$ cat src/rtl/n_to_w_arb_pkg.sv
// Shared types for the narrow-to-wide packet arbiter.
package n_to_w_arb_pkg;

    typedef enum logic {
        IDLE = 1'b0,
        BUSY = 1'b1
    } arb_state_e;

endpackage

$ cat src/rtl/n_to_w_id_fifo.sv
// Small FIFO holding the source ID that owns each outstanding wide packet.
module n_to_w_id_fifo #(
    parameter int unsigned WIDTH = 2,
    parameter int unsigned DEPTH = 4
) (
    input  logic             clk,
    input  logic             rst_n,
    input  logic             push,
    input  logic [WIDTH-1:0] push_data,
    input  logic             pop,
    output logic [WIDTH-1:0] head,
    output logic             full,
    output logic             empty
);
    localparam int unsigned AW = $clog2(DEPTH);

    logic [WIDTH-1:0] mem_q [DEPTH];
    logic [WIDTH-1:0] mem_d [DEPTH];
    logic [AW-1:0]    wr_ptr_q, wr_ptr_d;
    logic [AW-1:0]    rd_ptr_q, rd_ptr_d;
    logic [AW:0]      count_q, count_d;
    logic             do_push, do_pop;

    assign full    = (count_q == (AW+1)'(DEPTH));
    assign empty   = (count_q == '0);
    assign head    = mem_q[rd_ptr_q];
    assign do_push = push & ~full;
    assign do_pop  = pop & ~empty;

    // Depth is a power of two, so the pointers wrap naturally.
    always_comb begin
        mem_d    = mem_q;
        wr_ptr_d = wr_ptr_q;
        rd_ptr_d = rd_ptr_q;
        if (do_push) begin
            mem_d[wr_ptr_q] = push_data;
            wr_ptr_d        = wr_ptr_q + 1'b1;
        end
        if (do_pop) begin
            rd_ptr_d = rd_ptr_q + 1'b1;
        end
        count_d = count_q + (AW+1)'(do_push) - (AW+1)'(do_pop);
    end

    always_ff @(posedge clk) begin
        if (!rst_n) begin
            wr_ptr_q <= '0;
            rd_ptr_q <= '0;
            count_q  <= '0;
        end else begin
            wr_ptr_q <= wr_ptr_d;
            rd_ptr_q <= rd_ptr_d;
            count_q  <= count_d;
        end
    end

    always_ff @(posedge clk) begin
        mem_q <= mem_d;
    end

endmodule

$ cat src/rtl/n_to_w_pkt_arbiter.sv
// Packet-granular round-robin arbiter feeding one narrow-to-wide converter,
// tracking which source owns each wide packet still in flight.
module n_to_w_pkt_arbiter
    import n_to_w_arb_pkg::*;
#(
    parameter int unsigned NUM_SRCS      = 4,
    parameter int unsigned IN_DATA_W     = 64,
    parameter int unsigned IN_KEEP_W     = IN_DATA_W / 8,
    parameter int unsigned ID_FIFO_DEPTH = 4
) (
    input  logic                                clk,
    input  logic                                rst_n,
    input  logic [NUM_SRCS-1:0]                 src_arb_val,
    input  logic [NUM_SRCS-1:0][IN_DATA_W-1:0]  src_arb_data,
    input  logic [NUM_SRCS-1:0][IN_KEEP_W-1:0]  src_arb_keep,
    input  logic [NUM_SRCS-1:0]                 src_arb_last,
    output logic [NUM_SRCS-1:0]                 arb_src_rdy,
    output logic                                arb_n_to_w_val,
    output logic [IN_DATA_W-1:0]                arb_n_to_w_data,
    output logic [IN_KEEP_W-1:0]                arb_n_to_w_keep,
    output logic                                arb_n_to_w_last,
    input  logic                                n_to_w_arb_rdy,
    input  logic                                n_to_w_dst_val_mon,
    input  logic                                n_to_w_dst_last_mon,
    input  logic                                dst_n_to_w_rdy_mon,
    output logic                                arb_dst_id_val,
    output logic [$clog2(NUM_SRCS)-1:0]         arb_dst_src_id,
    output logic                                arb_id_err
);
    localparam int unsigned SRC_ID_W = $clog2(NUM_SRCS);

    arb_state_e          state_q, state_d;
    logic [SRC_ID_W-1:0] grant_q, grant_d;
    logic [SRC_ID_W-1:0] last_grant_q, last_grant_d;
    logic                id_err_q, id_err_d;
    logic [SRC_ID_W-1:0] winner;
    logic                fifo_push, fifo_pop, fifo_full, fifo_empty;

    // Search upward from the source after the last grant, wrapping modulo NUM_SRCS.
    always_comb begin
        logic        found;
        int unsigned idx;
        winner = last_grant_q;
        found  = 1'b0;
        for (int unsigned i = 1; i <= NUM_SRCS; i++) begin
            idx = (32'(last_grant_q) + i) % NUM_SRCS;
            if (!found && src_arb_val[SRC_ID_W'(idx)]) begin
                winner = SRC_ID_W'(idx);
                found  = 1'b1;
            end
        end
    end

    always_comb begin
        state_d         = state_q;
        grant_d         = grant_q;
        last_grant_d    = last_grant_q;
        fifo_push       = 1'b0;
        arb_src_rdy     = '0;
        arb_n_to_w_val  = 1'b0;
        arb_n_to_w_data = src_arb_data[grant_q];
        arb_n_to_w_keep = src_arb_keep[grant_q];
        arb_n_to_w_last = src_arb_last[grant_q];
        case (state_q)
            IDLE: begin
                if ((|src_arb_val) && !fifo_full) begin
                    grant_d   = winner;
                    fifo_push = 1'b1;
                    state_d   = BUSY;
                end
            end
            BUSY: begin
                arb_n_to_w_val       = src_arb_val[grant_q];
                arb_src_rdy[grant_q] = n_to_w_arb_rdy;
                if (src_arb_val[grant_q] && n_to_w_arb_rdy && src_arb_last[grant_q]) begin
                    last_grant_d = grant_q;
                    state_d      = IDLE;
                end
            end
            default: begin
                state_d         = arb_state_e'('x);
                grant_d         = 'x;
                last_grant_d    = 'x;
                fifo_push       = 1'bx;
                arb_src_rdy     = 'x;
                arb_n_to_w_val  = 1'bx;
                arb_n_to_w_data = 'x;
                arb_n_to_w_keep = 'x;
                arb_n_to_w_last = 1'bx;
            end
        endcase
    end

    assign fifo_pop = n_to_w_dst_val_mon & dst_n_to_w_rdy_mon & n_to_w_dst_last_mon;
    assign id_err_d = id_err_q | (fifo_pop & fifo_empty);

    always_ff @(posedge clk) begin
        if (!rst_n) begin
            state_q      <= IDLE;
            grant_q      <= '0;
            last_grant_q <= SRC_ID_W'(NUM_SRCS - 1);
            id_err_q     <= 1'b0;
        end else begin
            state_q      <= state_d;
            grant_q      <= grant_d;
            last_grant_q <= last_grant_d;
            id_err_q     <= id_err_d;
        end
    end

    n_to_w_id_fifo #(
        .WIDTH (SRC_ID_W),
        .DEPTH (ID_FIFO_DEPTH)
    ) u_id_fifo (
        .clk       (clk),
        .rst_n     (rst_n),
        .push      (fifo_push),
        .push_data (winner),
        .pop       (fifo_pop),
        .head      (arb_dst_src_id),
        .full      (fifo_full),
        .empty     (fifo_empty)
    );

    assign arb_dst_id_val = ~fifo_empty;
    assign arb_id_err     = id_err_q;

endmodule
$ cat config.mk
export PLATFORM = sky130hd
export DESIGN_NAME = n_to_w_pkt_arbiter
export DESIGN_NICKNAME = d
export VERILOG_FILES = /design/src/rtl/n_to_w_arb_pkg.sv /design/src/rtl/n_to_w_id_fifo.sv /design/src/rtl/n_to_w_pkt_arbiter.sv
export SDC_FILE = /design/constraint.sdc
export NUM_CORES = 1
export LEC_CHECK = 0
export CELL_PAD_IN_SITES_DETAIL_PLACEMENT = 0
export CELL_PAD_IN_SITES_GLOBAL_PLACEMENT = 1
export CORE_AREA = 8 8 144 146
export CTS_CLUSTER_SIZE = 20
export DETAILED_ROUTE_END_ITERATION = 7
export DIE_AREA = 0 0 152 154
export DONT_BUFFER_PORTS = 1
export GPL_TIMING_DRIVEN = 0
export PLACE_DENSITY_LB_ADDON = 0.1
export SYNTH_ARGS = -nofsm -noshare
export SYNTH_HDL_FRONTEND = slang
export SYNTH_SLANG_ARGS = --single-unit
$ cat constraint.sdc
create_clock -name clk -period 4.01 [get_ports clk]
set_input_delay 0.2005 -clock clk [delete_from_list [all_inputs] [get_ports clk]]
set_output_delay 0.2005 -clock clk [all_outputs]
set_load 0.005 [all_outputs]
Word level (Yosys, flattened, before mapping)
Index checks and enable logic that the tools add are counted.
{"block": "totals", "reg_bits": 21, "input_bits": 302, "out_inout_bits": 82}
{"block": "classes", "add_sub_neg": 8, "n_lt_le_gt_ge": 9, "eq_ne": 1, "muxes": 37, "n_bitwise": 12, "reduce_logical": 16}
{"cell": "binary-select mux 64 bit (select 2 bit)", "n": 1}
{"cell": "two-way mux 64 bit", "n": 1}
{"cell": "binary-select mux 8 bit (select 2 bit)", "n": 1}
{"cell": "less-than comparator 2 x 3 -> 1 bit, second input constant", "n": 5}
{"cell": "two-way mux 1 bit", "n": 14}
{"cell": "two-way mux 2 bit", "n": 7}
{"cell": "binary-select mux 1 bit (select 2 bit)", "n": 6}
{"cell": "adder 2 x 1 -> 2 bit, second input constant", "n": 4}
{"cell": "bitwise mux 8 bit", "n": 1}
{"cell": "logical AND 1 bit", "n": 8}
{"cell": "two-way mux 8 bit", "n": 1}
{"cell": ">= comparator 3 bit, second input constant", "n": 2}
{"cell": "inverter 2 -> 3 bit", "n": 2}
{"cell": "AND 1 bit", "n": 5}
{"cell": "adder 2 bit, second input constant", "n": 2}
{"cell": "AND 4 bit", "n": 1}
{"cell": "binary-select mux 2 bit (select 2 bit)", "n": 1}
{"cell": "demux 2 bit (select 2 bit)", "n": 1}
{"cell": "zero test 1 bit", "n": 4}
{"cell": "two-way mux 4 bit", "n": 1}
{"cell": "AND reduction 2 bit", "n": 2}
{"cell": "OR reduction 4 bit", "n": 1}
{"cell": "adder 3 x 1 -> 3 bit", "n": 1}
{"cell": "equality test 3 bit, second input constant", "n": 1}
{"cell": "other kinds (8)", "n": 10}

Longest topological paths before layout
{"block": "depth", "depth_word": 14, "mapped_depth": 11, "depth_no_buf": 11}

Hierarchy
From an unflattened synthesis, not the netlist that was laid out.
{"block": "unflattened", "hier_cells": 196, "hier_area_um2": 2852.7}
{"mod": "n_to_w_pkt_arbiter", "n_inst": 1, "cells_each": 138, "area_each_um2": 2120.8, "seq_area_each_um2": 120.1}
{"mod": "n_to_w_id_fifo", "n_inst": 1, "cells_each": 58, "area_each_um2": 732.0, "seq_area_each_um2": 380.4}

Worst setup path before layout
OpenSTA, ideal clock, no wires.
{"block": "synth_path", "kind": "reg2reg", "startpoint": "register u_id_fifo.count_q[1]", "endpoint": "register u_id_fifo.count_q[2]", "arrival_ns": 2.011, "required_ns": 3.893, "setup_slack_ns": 1.881, "path_stages_with_launch": 12, "n_path_buf": 0, "cell_sequence": "dfxtp_1 -> nor3_1 -> inv_1 -> and2_1 -> ha_1 -> inv_1 -> ha_1 -> inv_1 -> fa_1 -> xor2_1 -> xnor2_1 -> nor2_1"}
{"block": "synth_between", "elab_cells_between_ends": 12, "classes_between": "add/sub (2); eq/ne (1); mux (2); bitwise (4); reduce/logical (3)"}
{"item": "from (decl)", "line_no": "n_to_w_id_fifo.sv:21", "rtl": "logic [AW:0] count_q, count_d;"}
{"item": "from (signal assigned)", "line_no": "n_to_w_id_fifo.sv:53", "rtl": "count_q <= count_d;"}
{"item": "zero test 3 bit", "line_no": "n_to_w_id_fifo.sv:25", "rtl": "assign empty = (count_q == '0);"}
{"item": "inverter 1 bit"}
{"item": "named net arb_dst_id_val", "line_no": "n_to_w_pkt_arbiter.sv:26", "rtl": "output logic arb_dst_id_val,"}
{"item": "AND 1 bit", "line_no": "n_to_w_id_fifo.sv:28", "rtl": "assign do_pop = pop & ~empty;"}
{"item": "named net u_id_fifo.do_pop", "line_no": "n_to_w_id_fifo.sv:22", "rtl": "logic do_push, do_pop;"}
{"item": "subtractor 3 x 1 -> 3 bit", "line_no": "n_to_w_id_fifo.sv:42", "rtl": "count_d = count_q + (AW+1)'(do_push) - (AW+1)'(do_pop);"}
The timed path passes the listed nets, and every way through them passes these cells.
A chain may end at the register's enable or synchronous reset.

Final worst setup path
Same ends and word-level chain as after synthesis.

==> flow_summary.ini <==
[worst_setup_path]
path_cells = nor3_1 -> inv_1 -> and2_1 -> ha_1 -> inv_1 -> ha_1 -> inv_1 -> fa_1 -> xor2_1 -> xnor2_1 -> nor2_1
critPathBufInv = 3
timing.rr.start = u_id_fifo.count_q[1]
arrival_ns = 2.50
critPathLaunchType = flop
cp_top_family = adder cells
cp.required_ns = 4.15
cp_max_fo = 4
startpoint = u_id_fifo.count_q[1]
endpoint_kind = flop
crit_type = flop to flop
cp_slowest_cell = fa_1
critPathMaxStageDelay_ns = 0.38
cpMostUsedCell = inv_1

[synthesis]
synth.distinct_cells = 33
synth_fp_nets = 501
yosysWarningCount = 0
syn_inst = 192
syn_area_um2 = 2810
avgSynthCellArea_um2 = 14.6
yosysSeqAreaShare_pct = 17.8
ys_seq_elements = 21

[hold_path]
min_path_type = input pin to flop
hp-start = rst_n

[timing]
period_needed_ns = 2.36
grt_setup_unrepaired = false
finalMaxSlewViolations = 0
fin_crit_sh_pct = 58.9
max_slew_margin_pct = 43.4
worst_pin_slew_ns = 0.850
totalNegativeSetupSlack_ns = 0
whs_ns = 0.0105
setup_violations = 0
max_freq_ghz = 0.424
fin_skew_ns = 0.00233
hold_violations = 0

[grt]
grt.total_usage_pct = 13.9
grt_max_degree = 12
grt_pass1_vias = 2446
grt_pass1_wl_um = 23200
overflow = 0
antenna_found_initial = 23

[clock_network]
clk_pin_slew_ns = 0.06
cts_resized = 0
clk-insertion-delay-late_ns = 0.25
ctsHoldBuffers = 0
cts_max_level = 1
cts_root_buffer = clkbuf_16
cts_buffers = 3
cts_tree = yes
cts_buffer_depth = 2
clkSinkCount = 21
cts_setup_buffers = 0

[drt]
detail-route-antenna-nets = 0
via_count = 2299
wl_um = 17600
dr.pass1.iters = 4
drt_iter0_drc = 135
viasPerCell = 5.24
drc = 0
drt-wirelength-per-cell_um = 40.1

[status]
status = finished clean

[die]
die_area_um2 = 23400
rows = 50
die_h_um = 154
start_util_pct = 15.2
io_pins = 384
dieWidth_um = 152
core_um2 = 18500

[place]
place_area_um2 = 3100
dp_hpwl_um = 16100
gp_congestion = 0.897
port_buffers = 0

[finish]
synthToLayoutAreaGrowth_pct = 14.0
drive_gt1_share_pct = 50.0
fin_nets = 506
utilization_pct = 17.3
fillerInstances = 2015
design_area_um2 = 3200

[run]
cap_violations = 0

[power]
power_mw = 1.52
peakVddDrop_mv = 0.208
power_density_nw_per_um2 = 473
p_leak_nw = 0.962
logic make-up after synthesis:
family / after synthesis / synth area share [%]
xor gates and xnor gates: 5 / 1.56
muxes: 79 / 62.0
buffers and inverters: 29 / 5.35
AOI/OAI and AO/OA: 8 / 1.96
and+or+nand+nor: 43 / 7.89
adders and majority gates: 7 / 3.39
DFF: 21 / 17.8
stage by stage:
stage / worst slack (ns) / cells
after floorplan: 1.88 / 192
after global placement: 1.60 / 426
after detailed placement: 1.64 / 426
after CTS: 1.62 / 430
after global routing: 1.41 / 436
final: 1.65 / 439
area by class of cell:
type	instances	area, µm²	share of cell area [%]
multi-input combinational	142	2160	67.4
tap	234	293	9.14
antenna	9	22.5	0.703
inverter	9	33.8	1.06
sequential	21	500	15.6
clock buffer	4	78.8	2.46
buffer	20	116	3.63
power by group:
group          leakage [nW]  total, mW  switching, mW  internal [mW]
sequential            0.182      0.323         0.0409          0.282
combinational         0.742      0.976          0.493          0.483
clock                0.0382      0.217         0.0811          0.136
cell usage after synthesis:
| cell type | count | share of area (%) |
|---|---|---|
| edfxtp_1 | 8 | 8.6 |
| nor2_1 | 15 | 2.0 |
| clkbuf_1 | 2 | 0.27 |
| clkinv_1 | 1 | 0.13 |
| a211oi_1 | 1 | 0.27 |
| buf_1 | 1 | 0.13 |
| buf_6 | 2 | 0.80 |
| nor3b_1 | 2 | 0.53 |
| nand2b_1 | 1 | 0.22 |
| inv_1 | 8 | 1.1 |
| a211oi_2 | 1 | 0.45 |
| and2_1 | 7 | 1.6 |
| and3_1 | 1 | 0.22 |
| ha_1 | 6 | 2.7 |
| xnor2_1 | 3 | 0.94 |
| nand4_2 | 1 | 0.45 |
| nand2_1 | 4 | 0.53 |
| buf_4 | 3 | 0.80 |
| nor4_1 | 1 | 0.22 |
| o211ai_1 | 1 | 0.27 |
| nor2b_1 | 1 | 0.22 |
| and3b_1 | 1 | 0.31 |
| a21oi_1 | 4 | 0.71 |
| nand3_1 | 3 | 0.53 |
| mux2i_1 | 3 | 1.1 |
| buf_2 | 11 | 2.0 |
| clkbuf_2 | 1 | 0.18 |
| o21a_1 | 1 | 0.27 |
| xor2_1 | 2 | 0.62 |
| dfxtp_1 | 13 | 9.3 |
| mux4_2 | 76 | 61 |
| nor3_1 | 6 | 1.1 |
| fa_1 | 1 | 0.71 |
cells in the final DEF (no fill, tap or decap), types with 2 or more instances in the layout:
cell type	count
a21oi_1	4
and2_1	7
buf_2	11
buf_4	3
buf_6	2
clkbuf_1	3
clkbuf_16	3
dfxtp_1	13
diode_2	9
edfxtp_1	8
ha_1	6
inv_1	8
mux2i_1	3
mux4_2	76
nand2_1	4
nand3_1	3
nor2_1	15
nor3_1	6
nor3b_1	2
xnor2_1	3
xor2_1	2
path summary, 6_finish.rpt:
kind,cells past startpoint,endpoint,slack (ns)
max reg2reg,11,u_id_fifo.count_q[2],1.65
max,11,u_id_fifo.count_q[2],1.65
min reg2reg,2,arb_id_err,0.51
min,1,last_grant_q[0],0.01
routing by layer:
metal / wire [µm] / track usage [%] / up-vias
met5: 129 / 0 / -
met4: 154 / 3.33 / 20
met3: 2880 / 10.4 / 36
met2: 8820 / 22.7 / 261
met1: 5610 / 13.9 / 1139
li1: - / - / 843
registers in the layout, indices dropped and copies added, names as in the netlist:
register and count:
u_id_fifo.wr_ptr_q 2, u_id_fifo.rd_ptr_q 2, u_id_fifo.count_q 3, grant_q 2
arb_id_err 1, last_grant_q 2, u_id_fifo.mem_q 8, state_q 1
(Power assumes the default switching activity.)
